$ cat config.mk
export PLATFORM = sky130hd
export DESIGN_NAME = ct_merge_rr
export DESIGN_NICKNAME = d
export VERILOG_FILES = /design/src/rtl/ct_merge_rr_pkg.sv /design/src/rtl/ct_rr_pick.sv /design/src/rtl/ct_merge_rr.sv
export SDC_FILE = /design/constraint.sdc
export NUM_CORES = 1
export LEC_CHECK = 0
export CAP_MARGIN = 5
export CORE_ASPECT_RATIO = 0.75
export CORE_MARGIN = 2
export CORE_UTILIZATION = 36
export DETAILED_ROUTE_END_ITERATION = 8
export PLACE_DENSITY = 0.89
export SYNTH_ARGS = -nofsm -noshare
export SYNTH_HDL_FRONTEND = slang
export SYNTH_SLANG_ARGS = --single-unit
$ cat constraint.sdc
create_clock -name clk -period 1.8 [get_ports clk]
set_clock_uncertainty 0.05 [all_clocks]
set_input_delay 0.27 -clock clk [delete_from_list [all_inputs] [get_ports clk]]
set_output_delay 0.27 -clock clk [all_outputs]
set_load 0.01 [all_outputs]
$ cat src/rtl/ct_merge_rr_pkg.sv
// Shared types and helpers for the ct merge/arbitration nodes.
package ct_pkg;

  typedef enum logic {
    CT_IDLE = 1'b0,
    CT_LOCK = 1'b1
  } ct_state_e;

  // Index width that never collapses to zero bits.
  function automatic int ct_clog2_min1(input int n);
    return (n <= 2) ? 1 : $clog2(n);
  endfunction

endpackage

$ cat src/rtl/ct_rr_pick.sv
// Combinational rotate-priority picker: first asserted req scanning ptr, ptr+1, ... mod NI.
module ct_rr_pick
  import ct_pkg::*;
#(
  parameter int NI = 2,
  parameter int WS = ct_clog2_min1(NI)
) (
  input  logic [NI-1:0] req,
  input  logic [WS-1:0] ptr,
  output logic [WS-1:0] grant,
  output logic          grant_vld
);

  logic [2*NI-1:0] dbl;
  logic [WS:0]     idx;

  // Rotate req so bit 0 is the pointed-to port, then take the lowest set bit.
  always_comb begin
    dbl       = {req, req} >> ptr;
    grant     = '0;
    grant_vld = 1'b0;
    idx       = '0;
    for (int i = 0; i < NI; i++) begin
      idx = {1'b0, ptr} + (WS+1)'(i);
      if (idx >= (WS+1)'(NI)) idx = idx - (WS+1)'(NI);
      if (!grant_vld && dbl[i]) begin
        grant_vld = 1'b1;
        grant     = idx[WS-1:0];
      end
    end
  end

endmodule

$ cat src/rtl/ct_merge_rr.sv
// Packet-aware round-robin merge with one registered output stage.
//
// Handshake: a beat moves across an interface in any cycle where valid and
// ready are both high. Upstream ready (o_ready) is combinational and only
// ever asserted for the granted port; valid must not depend on ready.
module ct_merge_rr
  import ct_pkg::*;
#(
  parameter int NI = 2,
  parameter int WD = 8,
  parameter int WF = 2,
  parameter int WS = ct_clog2_min1(NI)
) (
  input  logic             clk,
  input  logic             reset,
  input  logic [NI*WD-1:0] i_data,
  input  logic [NI*WF-1:0] i_field,
  input  logic [NI-1:0]    i_eop,
  input  logic [NI-1:0]    i_valid,
  output logic [NI-1:0]    o_ready,
  output logic [WD-1:0]    o_data,
  output logic [WF-1:0]    o_field,
  output logic             o_eop,
  output logic [WS-1:0]    o_sel,
  output logic             o_valid,
  input  logic             i_ready,
  output ct_state_e        dbg_state
);

  if (NI < 2) begin : g_bad_ni
    $error("ct_merge_rr: NI must be >= 2");
  end

  ct_state_e   state, state_n;
  logic [WS-1:0] ptr, ptr_n, lock_idx, lock_n;
  logic [WS-1:0] pick, grant, grant_inc;
  logic          pick_vld, grant_vld, load, xfer;

  assign dbg_state = state;

  ct_rr_pick #(.NI(NI), .WS(WS)) u_pick (
    .req       (i_valid),
    .ptr       (ptr),
    .grant     (pick),
    .grant_vld (pick_vld)
  );

  // Grant selection, upstream ready and the pointer-after-grant value.
  always_comb begin
    load      = !o_valid || i_ready;
    grant     = (state == CT_IDLE) ? pick : lock_idx;
    grant_vld = (state == CT_IDLE) ? pick_vld : i_valid[lock_idx];
    o_ready   = '0;
    if (load && grant_vld && !reset) o_ready[grant] = 1'b1;
    xfer      = |(i_valid & o_ready);
    grant_inc = (grant == WS'(NI-1)) ? '0 : grant + 1'b1;
  end

  // Next-state: lock on a non-final beat, release and advance ptr on eop.
  always_comb begin
    state_n = state;
    ptr_n   = ptr;
    lock_n  = lock_idx;
    if (xfer) begin
      if (i_eop[grant]) begin
        state_n = CT_IDLE;
        ptr_n   = grant_inc;
      end else begin
        state_n = CT_LOCK;
        lock_n  = grant;
      end
    end
  end

  // Arbitration state registers.
  always_ff @(posedge clk) begin
    if (reset) begin
      state    <= CT_IDLE;
      ptr      <= '0;
      lock_idx <= '0;
    end else begin
      state    <= state_n;
      ptr      <= ptr_n;
      lock_idx <= lock_n;
    end
  end

  // Output stage: load on transfer, drain on downstream accept, else hold.
  always_ff @(posedge clk) begin
    if (reset) begin
      o_valid <= 1'b0;
      o_data  <= '0;
      o_field <= '0;
      o_eop   <= 1'b0;
      o_sel   <= '0;
    end else if (xfer) begin
      o_valid <= 1'b1;
      o_data  <= i_data[WD*grant +: WD];
      o_field <= i_field[WF*grant +: WF];
      o_eop   <= i_eop[grant];
      o_sel   <= grant;
    end else if (i_ready) begin
      o_valid <= 1'b0;
    end
  end

  a_hold: assert property (@(posedge clk) disable iff (reset)
    (o_valid && !i_ready) |=> $stable({o_data, o_field, o_eop, o_sel}));

  a_onehot: assert property (@(posedge clk) disable iff (reset)
    $onehot0(o_ready));

endmodule

== After elaboration in Yosys (flattened, before gate mapping) ==
Index checks and enable logic that the tools add are counted.
Cells by class
  add/sub/neg operators: 4
  order comparisons: 5
  shift-type cells: 3
  mux-type cells: 19
  bitwise operators: 2
  reduce and logical (&&, ||, !) cells: 12
Operators with widths (number)
  $mux 1: 17
  $shiftx 16x5->8: 1
  $logic_and 1x1->1: 4
  $lt 1x2->1 const B: 2
  $reduce_and 2->1: 2
  $shiftx 4x3->2: 1
  $shr 4x1->2: 1
  $logic_not 1->1: 3
  $add 1x1->2 const B: 1
  $and 2x2->2: 1
  $ge 1x2->1 const B: 1
  $ge 2x2->1 const B: 1
  $mux 2: 1
  $reduce_bool 2->1: 1
  $reduce_or 2->1: 1
  $sub 1x1->1 const B: 2
  $add 1x1->1 const B: 1
  $demux 1 s1: 1
  $ge 1x1->1 const B: 1
  $logic_or 1x1->1: 1
  $not 1->1: 1
Word-level totals
  register bits after elaboration: 16

== Depth between registers and ports, before layout ==
  depth after elaboration: 14
  gate-level depth with buffers: 5

== By module ==
From an unflattened synthesis, not the netlist that was laid out.
Second synthesis, totals
  cell total of the unflattened synthesis: 92
  area, all modules: 884.6 um^2
Modules (own cells, without submodules)
  ct_merge_rr: instances 1, cells an instance 89, area each 867.1 um^2, sequential area each 320.3 um^2
  ct_rr_pick: instances 1, cells an instance 3, area each 17.5 um^2, sequential area each 0.0 um^2

== Least setup slack after synthesis ==
OpenSTA, ideal clock, no wires.
  kind: register -> output
  start: register state (netlist: dbg_state)
  end: output o_ready[0]
  arrival: 1.369 ns
  path slack: 0.111 ns
  cell stages (with the launch flop): 5
  cells stage by stage: dfxtp_1 > nor2b_1 > a22oi_2 > buf_4 > and2_1
Between the ends
  longest elaborated chain between the ends: 6
  elaborated cells on any way between the ends: 10
RTL lines
  from (decl): line ct_merge_rr.sv:34  | ct_state_e state, state_n;
  from (signal assigned): line ct_merge_rr.sv:82  | state <= state_n;
  $mux 1: line ct_merge_rr.sv:51  | grant = (state == CT_IDLE) ? pick : lock_idx;
  $lt 1x2->1 (not written as such) or $ge 1x1->1 (tied branches): line ct_merge_rr.sv:54  | if (load && grant_vld && !reset) o_ready[grant] = 1'b1;
  $logic_and 1x1->1 (not written as such): line ct_merge_rr.sv:54
  $mux 1 (not written as such): line ct_merge_rr.sv:54
  $demux 1 s1: line ct_merge_rr.sv:54
  $mux 2 *: line ct_merge_rr.sv:54
  to (decl): line ct_merge_rr.sv:20  | output logic [NI-1:0] o_ready,
Every way passes the cells marked *; elsewhere a longest branch is shown, timed or not.

== Worst setup path in the final report ==
  start: register lock_idx
  end: output o_ready[1]
Between the ends
  longest elaborated chain between the ends: 6
  elaborated cells on any way between the ends: 12
RTL lines
  from (decl): line ct_merge_rr.sv:35  | logic [WS-1:0] ptr, ptr_n, lock_idx, lock_n;
  from (signal assigned): line ct_merge_rr.sv:84  | lock_idx <= lock_n;
  $mux 1, on equally long branches: line ct_merge_rr.sv:51, ct_merge_rr.sv:52
  $lt 1x2->1 (not written as such) (tied with other cells): line ct_merge_rr.sv:54
  $logic_and 1x1->1 (not written as such) or $mux 1 (tied branches): line ct_merge_rr.sv:54, ct_merge_rr.sv:52
  $mux 1 (not written as such) or $logic_and 1x1->1 (tied branches): line ct_merge_rr.sv:54
  $demux 1 s1 or $logic_and 1x1->1 (tied branches): line ct_merge_rr.sv:54
  $mux 2 *: line ct_merge_rr.sv:54
Every way passes the cells marked *; elsewhere a longest branch is shown, timed or not. The select of a mux whose other input is x is not followed.

==> results.json <==
{
  "syn_to_final_growth_pct": 70.47,
  "worst_slack_ps": -29.32,
  "clkTransAtPathRegs_ps": 100,
  "cts_tree": "yes",
  "hpwlAfterDp_mm": 1.619,
  "crit_path_max_fanout": 3,
  "violations": "negative setup slack",
  "synthAdderAreaFrac": 0,
  "antenna_cells": 0,
  "syn-num-nets": 106,
  "yosysTopAreaCellShare": 0.4295,
  "htreeDepth": 1,
  "netlist_area_um2": 745.7,
  "cp-start-kind": "flop",
  "synth_top_family_by_area": "compound AO/OA/AOI/OAI gates",
  "path_class": "flop to primary output",
  "crit_chain": "mux2i_4 > a2111o_1 > nor2_1 > buf_2",
  "first_global_vias": 802,
  "wl_mm": 2.113,
  "rows": 14,
  "grtUsageTotal": 0.1876,
  "antenna_found_initial": 0,
  "start_util": 0.3767,
  "r2r_start": "lock_idx",
  "required_ps": 1480,
  "drtIter0Drc": 52,
  "portBuffers": 42,
  "yosysWarnings": 0,
  "slowest_delay_ps": 400,
  "drtPass1Iterations": 4,
  "r2r_end": "dbg_state",
  "drc": 0,
  "fin_nets": 157,
  "status": "finished, violations left",
  "hold_viol_final": 0,
  "gp_congestion": 0.8975,
  "setup_viol": 1,
  "clk_latency_ps": 290,
  "grt_max_degree": 25,
  "dpl.cell_count": 148,
  "drtAntennaViolNets": 0,
  "rsz0062_at_grt": "yes",
  "vdd_drop_max_uv": 439.9,
  "period_share": 1.016,
  "power_leakage_nw": 0.5405,
  "cp-end-kind": "primary output",
  "muxShareOfSynthArea": 0.1477,
  "yosys-top-cells-area": "dfxtp_1 (43%), mux2i_1 (15%), o21ai_0 (8.7%), a21oi_1 (8.1%), a2111oi_4 (3.7%)",
  "hold_path_class": "flop to flop",
  "rrSetupSlack_ps": 140,
  "crit_slowest_cell": "a2111o_1",
  "hp-start": "o_sel",
  "yosysTopAreaCell": "dfxtp_1",
  "drive_gt1_frac": 0.1628,
  "worst_pin_slew_ps": 342.9,
  "synthXorXnorAreaFrac": 0,
  "die-height_um": 43.42,
  "cp_num_buf_inv": 1,
  "die_area_um2": 2455,
  "cts_num_sinks": 16,
  "syn_inst": 79,
  "r2r_cells": 5,
  "numCtsBuffers": 3,
  "hold_path_depth": 1,
  "cts_root_buf": "clkbuf_4",
  "layoutNonFillerInstCount": 153,
  "drv_slew": 0,
  "path_delay_family": "compound AO/OA/AOI/OAI gates",
  "via_per_inst": 5.183,
  "fp.dieW_um": 56.56,
  "synth-compound-area-share": 0.2802,
  "finalSetupTns_ps": -29.32,
  "hold_end": "o_sel",
  "timing.fmax_mhz": 546.7,
  "routedWlPerCell_um": 13.81,
  "postCtsHoldBufs": 0,
  "slew_headroom": 0.7709,
  "synth_cell_types": 22,
  "ys_ff_latch": 16,
  "io_pins": 43,
  "period_needed_ps": 1829,
  "grt_overflow": 0,
  "avgSynthCellArea_um2": 9.439,
  "synth-simple-area-share": 0.1057,
  "hold_slack_ps": 460.8,
  "cap_violations": 0,
  "grt_pass1_wl_mm": 3.470,
  "cts_buffer_depth": 2,
  "ys_seq_area_frac": 0.4295,
  "core_area_um2": 1979,
  "vias": 793,
  "power_density_nw_per_um2": 732.6,
  "crit_arrival_ps": 1510
}
-- worst max-delay path by stage --
stage,startpoint,slack (ps),end,cells after the start
finish,lock_idx,-30,o_ready[1],4
global route,lock_idx,-80,o_ready[1],4
CTS,lock_idx,-30,o_ready[1],4
detailed placement,i_valid[0],-640,o_ready[1],5
global placement,i_valid[0],-560,o_ready[1],5
floorplan,dbg_state,110,o_ready[0],4
-- area by class of cell --
class	count	area, um2
well taps	24	30.03
clock buffers	4	36.28
repair buffers	50	467.9
fillers	161	708.2
inverters	1	3.754
flip-flops and latches	16	322.8
multi-input cells	58	410.4
-- Yosys cell counts (all sizes together) --
| library cell | n |
|---|---|
| dfxtp | 16 |
| a2bb2oi | 1 |
| mux2i | 11 |
| nand2b | 2 |
| a21oi | 12 |
| a31o | 2 |
| buf | 3 |
| and2 | 1 |
| a2111o | 1 |
| a22oi | 1 |
| clkbuf | 1 |
| a31oi | 1 |
| nor3b | 1 |
| a2111oi | 1 |
| inv | 1 |
| and3 | 1 |
| nor2 | 5 |
| nor2b | 3 |
| o21ai | 13 |
| nor3 | 1 |
| nand2 | 1 |
-- report_power, final --
part | internal (W) | leakage [nW] | switching (W)
clock network | 0.000123 | 0.0210 | 0.000115
logic | 0.000166 | 0.387 | 0.000116
registers | 0.000388 | 0.133 | 0.0000238
total | 0.000678 | 0.541 | 0.000254
-- repair_timing --
action	4_1_cts	5_1_grt
endpoints found under the setup margin	3	2
cloned	0	0
pin swaps	4	0
gates resized for setup	13	1
buffers inserted	1	0
-- state kept, by name (all words and copies together), names as in the netlist --
| name | cells |
|---|---|
| ptr | 1 |
| o_field | 2 |
| o_data | 8 |
| o_sel | 1 |
| lock_idx | 1 |
| o_valid | 1 |
| o_eop | 1 |
| dbg_state | 1 |
-- cell families after synthesis --
kind of cell | after synthesis
buffers and inverters | 5
AOI/OAI and AO/OA | 32
muxes | 11
and+or+nand+nor | 15
DFF | 16
-- layout by cell type, fill, tap and decap left out, types with 3 or more instances in the layout --
| cell | netlist | layout |
|---|---|---|
| a21oi_1 | 12 | 12 |
| buf_4 | 2 | 8 |
| clkbuf_4 | 0 | 3 |
| clkdlybuf4s50_1 | 0 | 38 |
| dfxtp_1 | 16 | 14 |
| mux2i_1 | 11 | 10 |
| nor2_1 | 5 | 5 |
| nor2b_1 | 3 | 3 |
| o21ai_0 | 13 | 13 |
-- per-stage QoR --
stage	total power, W	instance area (um2)	util	worst slack (ps)
finish	0.0009314	1271	0.6422	-29.32
global route	0.0009825	1271	0.6422	-82.50
CTS	0.0009371	1270	0.6416	-31.26
detailed placement	0.0006979	1225	0.6188	-635.6
global placement	0.0006869	1225	0.6188	-563.2
floorplan	0.0005368	745.7	-	110.6
-- metal layers --
layer	global-route usage	part of all wire	vias up
met1	0.2063	0.42	360
met4	0.06667	0.013	0
li1	-	-	392
met2	0.3326	0.48	37
met5	0	0	-
met3	0.07463	0.088	4
(Power assumes the default switching activity.)
